### src/rtl/alu_pin_host.sv
`timescale 1ns/1ps
// ---------------------------------------------------------------------------
// alu_pin_host
// Host-side sequencer for a pin-level 3-bit ALU. Takes one request, drives
// {op, b, a} onto the ALU input pins, waits WAIT_CYCLES edges for the ALU to
// settle, captures {op echo, result} from the ALU output pins and offers it
// as a response.
//
// Optional feature (macro ALU_PIN_HOST_CHECK_EN): an on-line result checker
// that recomputes the expected ALU result and flags mismatches through
// chk_fail (sticky) and chk_count (saturating mismatch counter).
//
// Ports:
//   clk        clock, rising edge
//   rst        asynchronous reset, active low
//   ena        clock enable; when low every register holds
//   req_valid  request valid           req_ready  request ready (IDLE & ena)
//   req_op     ALU operation (00 add, 01 sub, 10 mul, 11 div)
//   req_a      operand a               req_b      operand b
//   pin_out    ALU input pins {op, b, a}
//   pin_in     ALU output pins {op echo, result[5:0]}
//   rsp_valid  response valid          rsp_ready  response ready
//   rsp_result captured result         rsp_op     operation of this response
//   rsp_err    op echo did not match the issued op
//   chk_fail   (checker only) sticky mismatch flag
//   chk_count  (checker only) saturating mismatch count
// ---------------------------------------------------------------------------
module alu_pin_host #(
    parameter int WAIT_CYCLES = 2
) (
    input  logic       clk,
    input  logic       rst,
    input  logic       ena,
    input  logic       req_valid,
    output logic       req_ready,
    input  logic [1:0] req_op,
    input  logic [2:0] req_a,
    input  logic [2:0] req_b,
    output logic [7:0] pin_out,
    input  logic [7:0] pin_in,
    output logic       rsp_valid,
    input  logic       rsp_ready,
    output logic [5:0] rsp_result,
    output logic [1:0] rsp_op,
    output logic       rsp_err
`ifdef ALU_PIN_HOST_CHECK_EN
    ,
    output logic       chk_fail,
    output logic [7:0] chk_count
`endif
);

    typedef enum logic [2:0] {
        IDLE    = 3'd0,
        DRIVE   = 3'd1,
        WAIT    = 3'd2,
        CAPTURE = 3'd3,
        RESP    = 3'd4
    } state_t;

    // Counter is loaded so that WAIT lasts WAIT_CYCLES-1 edges; together with
    // the DRIVE edge this places WAIT_CYCLES edges between drive and sample.
    localparam logic [3:0] WAIT_LOAD = 4'(WAIT_CYCLES - 1);

    state_t     state_r;
    state_t     state_s;
    logic [3:0] cnt_r;
    logic [1:0] op_r;
    logic [2:0] a_r;
    logic [2:0] b_r;

    // Ready is only offered while idle and enabled, so accept and response
    // handshakes can never coincide.
    assign req_ready = (state_r == IDLE) && ena;

    // State register; ena low freezes the FSM.
    always_ff @(posedge clk or negedge rst) begin
        if (!rst) begin
            state_r <= IDLE;
        end else if (ena) begin
            state_r <= state_s;
        end
    end

    // Next-state logic.
    always_comb begin
        state_s = state_r;
        case (state_r)
            IDLE: begin
                if (req_valid) begin
                    state_s = DRIVE;
                end else begin
                    state_s = IDLE;
                end
            end
            DRIVE: begin
                state_s = WAIT;
            end
            WAIT: begin
                // Leaving on the edge where the counter steps 1 -> 0.
                if (cnt_r <= 4'd1) begin
                    state_s = CAPTURE;
                end else begin
                    state_s = WAIT;
                end
            end
            CAPTURE: begin
                state_s = RESP;
            end
            RESP: begin
                if (rsp_ready) begin
                    state_s = IDLE;
                end else begin
                    state_s = RESP;
                end
            end
            default: begin
                state_s = IDLE;
            end
        endcase
    end

    // Datapath: request latch, pin drive, wait counter and response registers.
    // pin_out is deliberately left untouched after RESP so the ALU inputs stay
    // stable until the next request is driven.
    always_ff @(posedge clk or negedge rst) begin
        if (!rst) begin
            op_r       <= 2'd0;
            a_r        <= 3'd0;
            b_r        <= 3'd0;
            cnt_r      <= 4'd0;
            pin_out    <= 8'h00;
            rsp_valid  <= 1'b0;
            rsp_result <= 6'd0;
            rsp_op     <= 2'd0;
            rsp_err    <= 1'b0;
        end else if (ena) begin
            case (state_r)
                IDLE: begin
                    if (req_valid) begin
                        op_r <= req_op;
                        a_r  <= req_a;
                        b_r  <= req_b;
                    end
                end
                DRIVE: begin
                    pin_out <= {op_r, b_r, a_r};
                    cnt_r   <= WAIT_LOAD;
                end
                WAIT: begin
                    if (cnt_r != 4'd0) begin
                        cnt_r <= cnt_r - 4'd1;
                    end
                end
                CAPTURE: begin
                    rsp_result <= pin_in[5:0];
                    rsp_op     <= op_r;
                    rsp_err    <= (pin_in[7:6] != op_r);
                    rsp_valid  <= 1'b1;
                end
                RESP: begin
                    if (rsp_ready) begin
                        rsp_valid <= 1'b0;
                    end
                end
                default: begin
                    rsp_valid <= 1'b0;
                end
            endcase
        end
    end

`ifdef ALU_PIN_HOST_CHECK_EN
    // Expected ALU result: low 6 bits of the 8-bit result on zero-extended
    // operands. Division by zero returns 0 here; callers exclude that case.
    function automatic logic [5:0] expect_result(input logic [1:0] op,
                                                 input logic [2:0] a,
                                                 input logic [2:0] b);
        logic [7:0] ae;
        logic [7:0] be;
        logic [7:0] r;
        ae = {5'd0, a};
        be = {5'd0, b};
        case (op)
            2'b00:   r = ae + be;
            2'b01:   r = ae - be;
            2'b10:   r = ae * be;
            2'b11:   r = (be == 8'd0) ? 8'd0 : (ae / be);
            default: r = 8'd0;
        endcase
        return r[5:0];
    endfunction

    logic mismatch_s;

    // Mismatch qualifier for the captured sample; divide-by-zero is unchecked.
    always_comb begin
        mismatch_s = 1'b0;
        if ((op_r == 2'b11) && (b_r == 3'd0)) begin
            mismatch_s = 1'b0;
        end else begin
            mismatch_s = (pin_in[5:0] != expect_result(op_r, a_r, b_r));
        end
    end

    // Sticky fail flag and saturating mismatch counter, updated at CAPTURE.
    always_ff @(posedge clk or negedge rst) begin
        if (!rst) begin
            chk_fail  <= 1'b0;
            chk_count <= 8'd0;
        end else if (ena && (state_r == CAPTURE) && mismatch_s) begin
            chk_fail <= 1'b1;
            if (chk_count != 8'hFF) begin
                chk_count <= chk_count + 8'd1;
            end
        end
    end
`endif

endmodule

### config.mk
export PLATFORM = sky130hd
export DESIGN_NAME = alu_pin_host
export DESIGN_NICKNAME = d
export VERILOG_FILES = /design/src/rtl/alu_pin_host.sv
export SDC_FILE = /design/constraint.sdc
export NUM_CORES = 1
export LEC_CHECK = 0
export CORE_AREA = 3 3 54 94
export DETAILED_ROUTE_END_ITERATION = 8
export DIE_AREA = 0 0 57 97
export REMOVE_ABC_BUFFERS = 1
export SYNTH_ARGS = -nofsm -noshare
export SYNTH_HDL_FRONTEND = slang
export SYNTH_SLANG_ARGS = --single-unit
### constraint.sdc
create_clock -name clk -period 3.5 [get_ports clk]
set_clock_uncertainty 0.05 [all_clocks]
set_input_delay 0.525 -clock clk [delete_from_list [all_inputs] [get_ports clk]]
set_output_delay 0.525 -clock clk [all_outputs]
set_load 0.01 [all_outputs]
==> results of run 1 <==
-- power by group through the flow --
stage / combinational [mW] / sequential [mW] / clock, mW
floorplan: 0.317 / 0.731 / 0
finish: 0.653 / 0.705 / 0.366
CTS: 0.668 / 0.706 / 0.378
global placement: 0.656 / 0.701 / 0
detailed placement: 0.664 / 0.711 / 0
global route: 0.718 / 0.732 / 0.391
-- final cells by class --
cell class	count	area, µm²	area share (%)
inverter	3	11.3	0.568
clock inverter	1	30.0	1.52
timing repair buffer	40	398	20.1
sequential	33	826	41.7
tap	51	63.8	3.22
multi-input combinational	65	567	28.6
clock buffer	7	86.3	4.36
-- state kept, by name, summed over array words and instances (netlist names) --
register / count
pin_out: 8
rsp_result: 6
cnt_r: 4
a_r: 3
b_r: 3
state_r: 3
op_r: 2
rsp_op: 2
rsp_err: 1
rsp_valid: 1
-- worst max-delay path, stage by stage --
cell             delay [ns]
clkdlybuf4s50_1        0.59
inv_1                  0.09
nor4_1                 0.21
clkdlybuf4s50_1        0.59
-- per-stage QoR --
stage / utilization, % / hold slack [ns] / area (µm²) / instances
final: 45.0 / 0.443 / 1980 / 200
after global routing: 45.0 / 0.467 / 1980 / 200
after CTS: 45.0 / 0.451 / 1980 / 200
after detailed placement: 42.4 / 0.428 / 1870 / 192
after global placement: 42.4 / 0.414 / 1870 / 192
after floorplan: - / 0.179 / 1400 / 101
-- layer usage --
| layer | wire (µm) | vias up | GRT usage (%) |
|---|---|---|---|
| li1 | - | 454 | - |
| met1 | 1040 | 473 | 11.4 |
| met2 | 1550 | 26 | 18.9 |
| met3 | 155 | 2 | 3.20 |
| met4 | 22 | 0 | 4.29 |
| met5 | 0 | - | 0 |
-- path summary, 6_finish.rpt --
check                                        from                   endpoint  depth (start not counted)
setup reg to reg           state_r[0]$_DFFE_PN0P_        op_r[1]$_DFFE_PN0P_                          2
hold reg to reg               rsp_err$_DFFE_PN0P_        rsp_err$_DFFE_PN0P_                          2
max in group asynchronous                     rst       cnt_r[2]$_DFFE_PN0P_                          2
hold / removal                rsp_err$_DFFE_PN0P_        rsp_err$_DFFE_PN0P_                          2
min in group asynchronous                     rst  rsp_result[5]$_DFFE_PN0P_                          2
setup / recovery                              ena                  req_ready                          4
-- logic make-up after synthesis --
logic type / Yosys count / synth area share, %
simple gates: 23 / 9.81
flops: 33 / 57.8
fa+ha+maj: 3 / 2.63
compound gates: 9 / 4.12
mux: 28 / 21.9
xor+xnor: 2 / 1.23
buf+inv: 8 / 2.54
-- cell usage in the layout (no fill, tap or decap) --
master and n:
a211o_1 2, a21o_1 1, a21oi_1 1, a31oi_1 1, and4bb_2 1, buf_4 1
bufinv_16 1, clkbuf_1 1, clkbuf_8 6, clkdlybuf4s50_1 39, dfrtp_1 33, ha_1 3
inv_1 3, mux2_2 26, mux2i_1 2, nand2_1 6, nand4b_1 1, nand4bb_1 1
nor2_1 8, nor2b_1 1, nor4_1 3, nor4_4 1, nor4b_1 1, o21ai_0 3
o31ai_1 1, xor2_1 2
==> results.yml, run 1 <==
die:
  die_w_um: 57
  dieArea_um2: 5530
  rows: 32
  die_h_um: 97
  start_util_pct: 32.4
  core_um2: 4400
  io_pins: 40
synthesis:
  synth_seq_cells: 33
  netlist_top_cells_area: "dfrtp_1, mux2_2, ha_1"
  syn_inst: 106
  synth.distinct_cells: 22
  yosys_warnings: 0
  netlist.area_leader.share_pct: 57.8
  synthArstFlopShare_pct: 100
  avgSynthCellArea_um2: 13.5
  netlist_area_um2: 1430
  synth_edf_count: 0
  synth_common_cells: "dfrtp_1, mux2_2, nor2_1"
  yosysMostFrequentCell: "dfrtp_1"
  synth-seq-area-share_pct: 57.8
  synthFlopType: "dfrtp_1"
  yosys.area.top_type: "dfrtp_1"
placement:
  dp_hpwl_um: 2050
  place.gp.congestion: 0.719
  post-place-ws_ns: 0.883
  port_buffers: 39
setup_path:
  endpoint_kind: "output port"
  cp-start-kind: "input pin"
  cp.arrival_ns: 2.02
  required_ns: 2.92
  critPathKind: "input pin to output port"
  crit_fanout: 8
  rrSetupSlack_ns: 1.73
timing:
  setup_ws_ns: 0.909
  slew_headroom_pct: 51.6
  slew_violations: 0
  grt_setup_unrepaired: "no"
  fin_crit_sh_pct: 74.0
  clock.fmax_ghz: 0.386
  fin_crit_ns: 2.59
  tightest_slew_ns: 0.720
  setup-violations-final: 0
  fin_setup_tns_ns: 0
  hold_viol: 0
detailed_routing:
  ant_nets: 0
  vias: 955
  wirelength_um: 2780
  dr.pass1.iters: 3
  wire_per_inst_um: 13.9
  first_iter_violations: 7
  drc_errors: 0
  vias_per_cell: 4.78
clock_tree:
  postCtsHoldBufs: 0
  htree_levels: 2
  cts_setup_buffers: 0
  insertion_delay_ns: 0.28
  cts_inserted_buffers: 5
  cts_tree: "yes"
  clockBufferDepth: 2
  cts-root-buf: "clkbuf_8"
  postCtsResizedCells: 0
  clk_pin_slew_ns: 0.07
  clock_sinks: 33
grt:
  grt_pass1_wl_um: 4690
  grt_pass1_vias: 1043
  grt_max_degree: 34
  track_usage_pct: 10.7
  antenna_found_initial: 0
  grt_overflow: 0
power_and_ir_drop:
  clkPwrFrac_pct: 21.2
  powerDensity_nw_per_um2: 870
  power_switching_mw: 0.516
  seq_power_share_pct: 40.9
  power_mw: 1.72
  swShare_pct: 29.9
  irDropWorstVdd_mv: 0.430
  p_int_mw: 1.21
  cellLeakagePower_nw: 0.854
  combPwrFrac_pct: 37.9
final_layout:
  syn_to_final_growth_pct: 38.7
  drive_above_1_share_pct: 24.2
  n_antenna_cell: 0
  n_fill_cell: 428
  nNetsFinal: 172
flow_run:
  cap_violations: 0
run_status:
  status: "finished, final reports clean"
min_path:
  hold_class: "register to register"
Note: power is estimated with default switching activity, not from simulation.
==> run 2, diff against run 1 <==
clock period = 2.14 ns   (was 3.5 ns; I/O delays follow)
==> run 2 against run 1 <==
Against the previous run:
- sequential share of layout area down 0.18 points
- design area rose by 0.44%
- largest cell class unchanged
- highest routed layer unchanged
- sequential cell count unchanged
- count of clock-buffer cells in the layout shrank 1
- die area unchanged
- via count up 1.7%
- register-to-register slack worse by 1.3 ns
- utilization rose by 0.20 points
- combinational power increased by 68%
==> results.yml, run 2 (synthesis gave the netlist of run 1 again) <==
setup_path:
  r2r-end: "cnt_r[3]$_DFFE_PN0P_"
  crit_fanout: 9
  cp-start-kind: "register"
  critPathKind: "register to output port"
  required_ns: 1.77
  rrSetupSlack_ns: 0.46
  cp.arrival_ns: 1.66
  r2r-start: "state_r[0]$_DFFE_PN0P_"
  crit_start: "state_r[1]$_DFFE_PN0P_"
  cp-endpoint: "req_ready"
  worst-r2r-cell-count: 3
  endpoint_kind: "output port"
die:
  die_w_um: 57
  rows: 32
  io_pins: 40
  dieArea_um2: 5530
  die_h_um: 97
  core_um2: 4400
  start_util_pct: 32.4
power_and_ir_drop:
  p_int_mw: 1.87
  cellLeakagePower_nw: 0.862
  swShare_pct: 31.7
  seq_power_share_pct: 42.1
  clkPwrFrac_pct: 17.7
  irDropWorstVdd_mv: 0.655
  combPwrFrac_pct: 40.2
  power_switching_mw: 0.870
  powerDensity_nw_per_um2: 1380
final_layout:
  drive_above_1_share_pct: 27.0
  final_common_cell: "clkdlybuf4s50_1"
  utilization_pct: 45.2
  regMostFlops: "pin_out"
  syn_to_final_growth_pct: 39.3
  nNetsFinal: 175
  n_fill_cell: 456
  largest_reg_flops: 8
  n_antenna_cell: 0
  largestRegisters: "pin_out (8), rsp_result (6), cnt_r (4)"
  final_cell_mix: "clkdlybuf4s50_1, dfrtp_1, mux2_2"
detailed_routing:
  drc_errors: 0
  wire_per_inst_um: 14.5
  dr.pass1.iters: 4
  first_iter_violations: 4
  ant_nets: 0
  wirelength_um: 2940
  vias_per_cell: 4.78
  vias: 971
clock_tree:
  htree_levels: 2
  clock_sinks: 33
  postCtsResizedCells: 0
  cts_inserted_buffers: 5
  insertion_delay_ns: 0.28
  clockBufferDepth: 2
  cts_setup_buffers: 0
  cts-root-buf: "clkbuf_8"
  clk_pin_slew_ns: 0.07
  cts_tree: "yes"
  postCtsHoldBufs: 0
grt:
  track_usage_pct: 11.5
  grt_pass1_vias: 1082
  antenna_found_initial: 0
  grt_pass1_wl_um: 4960
  grt_overflow: 0
  grt_max_degree: 34
timing:
  fin_crit_sh_pct: 95.0
  hold_viol: 0
  slew_violations: 0
  fin_crit_ns: 2.03
  fin_setup_tns_ns: 0
  clock.fmax_ghz: 0.492
  slew_headroom_pct: 73.3
  tightest_slew_ns: 0.401
  setup-violations-final: 0
  grt_setup_unrepaired: "no"
run_status:
  status: "finished, final reports clean"
flow_run:
  cap_violations: 0
placement:
  port_buffers: 39
  dp_hpwl_um: 2210
  place.gp.congestion: 0.685
min_path:
  hold_class: "input pin to asynchronous set/reset pin"
[run 2: metal layers]
| metal | global-route usage, % | vias to the layer above | share of wire [%] |
|---|---|---|---|
| met5 | 0 | - | 0 |
| met4 | 4.82 | 0 | 1.1 |
| met3 | 3.74 | 3 | 6.0 |
| met2 | 21.1 | 25 | 57 |
| met1 | 11.3 | 481 | 36 |
| li1 | - | 462 | - |
[run 2: through the flow]
stage / cell area, µm² / total power [mW] / worst slack (ns) / hold WS, ns / instances
2_1_floorplan: 1400 / 1.71 / 0.631 / -0.0246 / 101
3_3_place_gp: 1890 / 2.23 / 0.163 / 0.414 / 195
3_5_place_dp: 1890 / 2.28 / 0.118 / 0.436 / 195
4_1_cts: 1980 / 2.79 / 0.0614 / 0.390 / 203
5_1_grt: 1990 / 2.94 / 0.00111 / 0.411 / 203
6_report: 1990 / 2.74 / 0.106 / 0.384 / 203
[run 2: worst max-delay path, cell delays in order, from the launching register on]
cell	delay (ns)
dfrtp_1	0.50
nor4_2	0.31
clkdlybuf4s50_1	0.57
[run 2: worst min path at each step]
stage                              from                        end  slack, ns  cells after the start
global route                        rst  rsp_result[2]$_DFFE_PN0P_       0.41                      2
global placement    rsp_err$_DFFE_PN0P_        rsp_err$_DFFE_PN0P_       0.41                      2
floorplan                           rst         a_r[0]$_DFFE_PN0P_      -0.02                      0
detailed placement  rsp_err$_DFFE_PN0P_        rsp_err$_DFFE_PN0P_       0.44                      2
CTS                                 rst        rsp_err$_DFFE_PN0P_       0.39                      2
finish                              rst       cnt_r[0]$_DFFE_PN0P_       0.38                      2
[run 2: cell type report]
type	instances	area [µm²]	share of cell area, %
clock buffer	6	82.6	4.15
clock inverter	2	13.8	0.691
inverter	3	11.3	0.566
multi-input combinational	65	573	28.8
sequential	33	826	41.5
tap	51	63.8	3.21
timing repair buffer	43	420	21.1
[run 2: power by group through the flow]
stage / logic (mW) / registers [mW] / clock network [mW]
6_report: 1.10 / 1.15 / 0.486
5_1_grt: 1.21 / 1.21 / 0.527
4_1_cts: 1.12 / 1.16 / 0.508
3_5_place_dp: 1.11 / 1.17 / 0
3_3_place_gp: 1.08 / 1.15 / 0
2_1_floorplan: 0.519 / 1.20 / 0
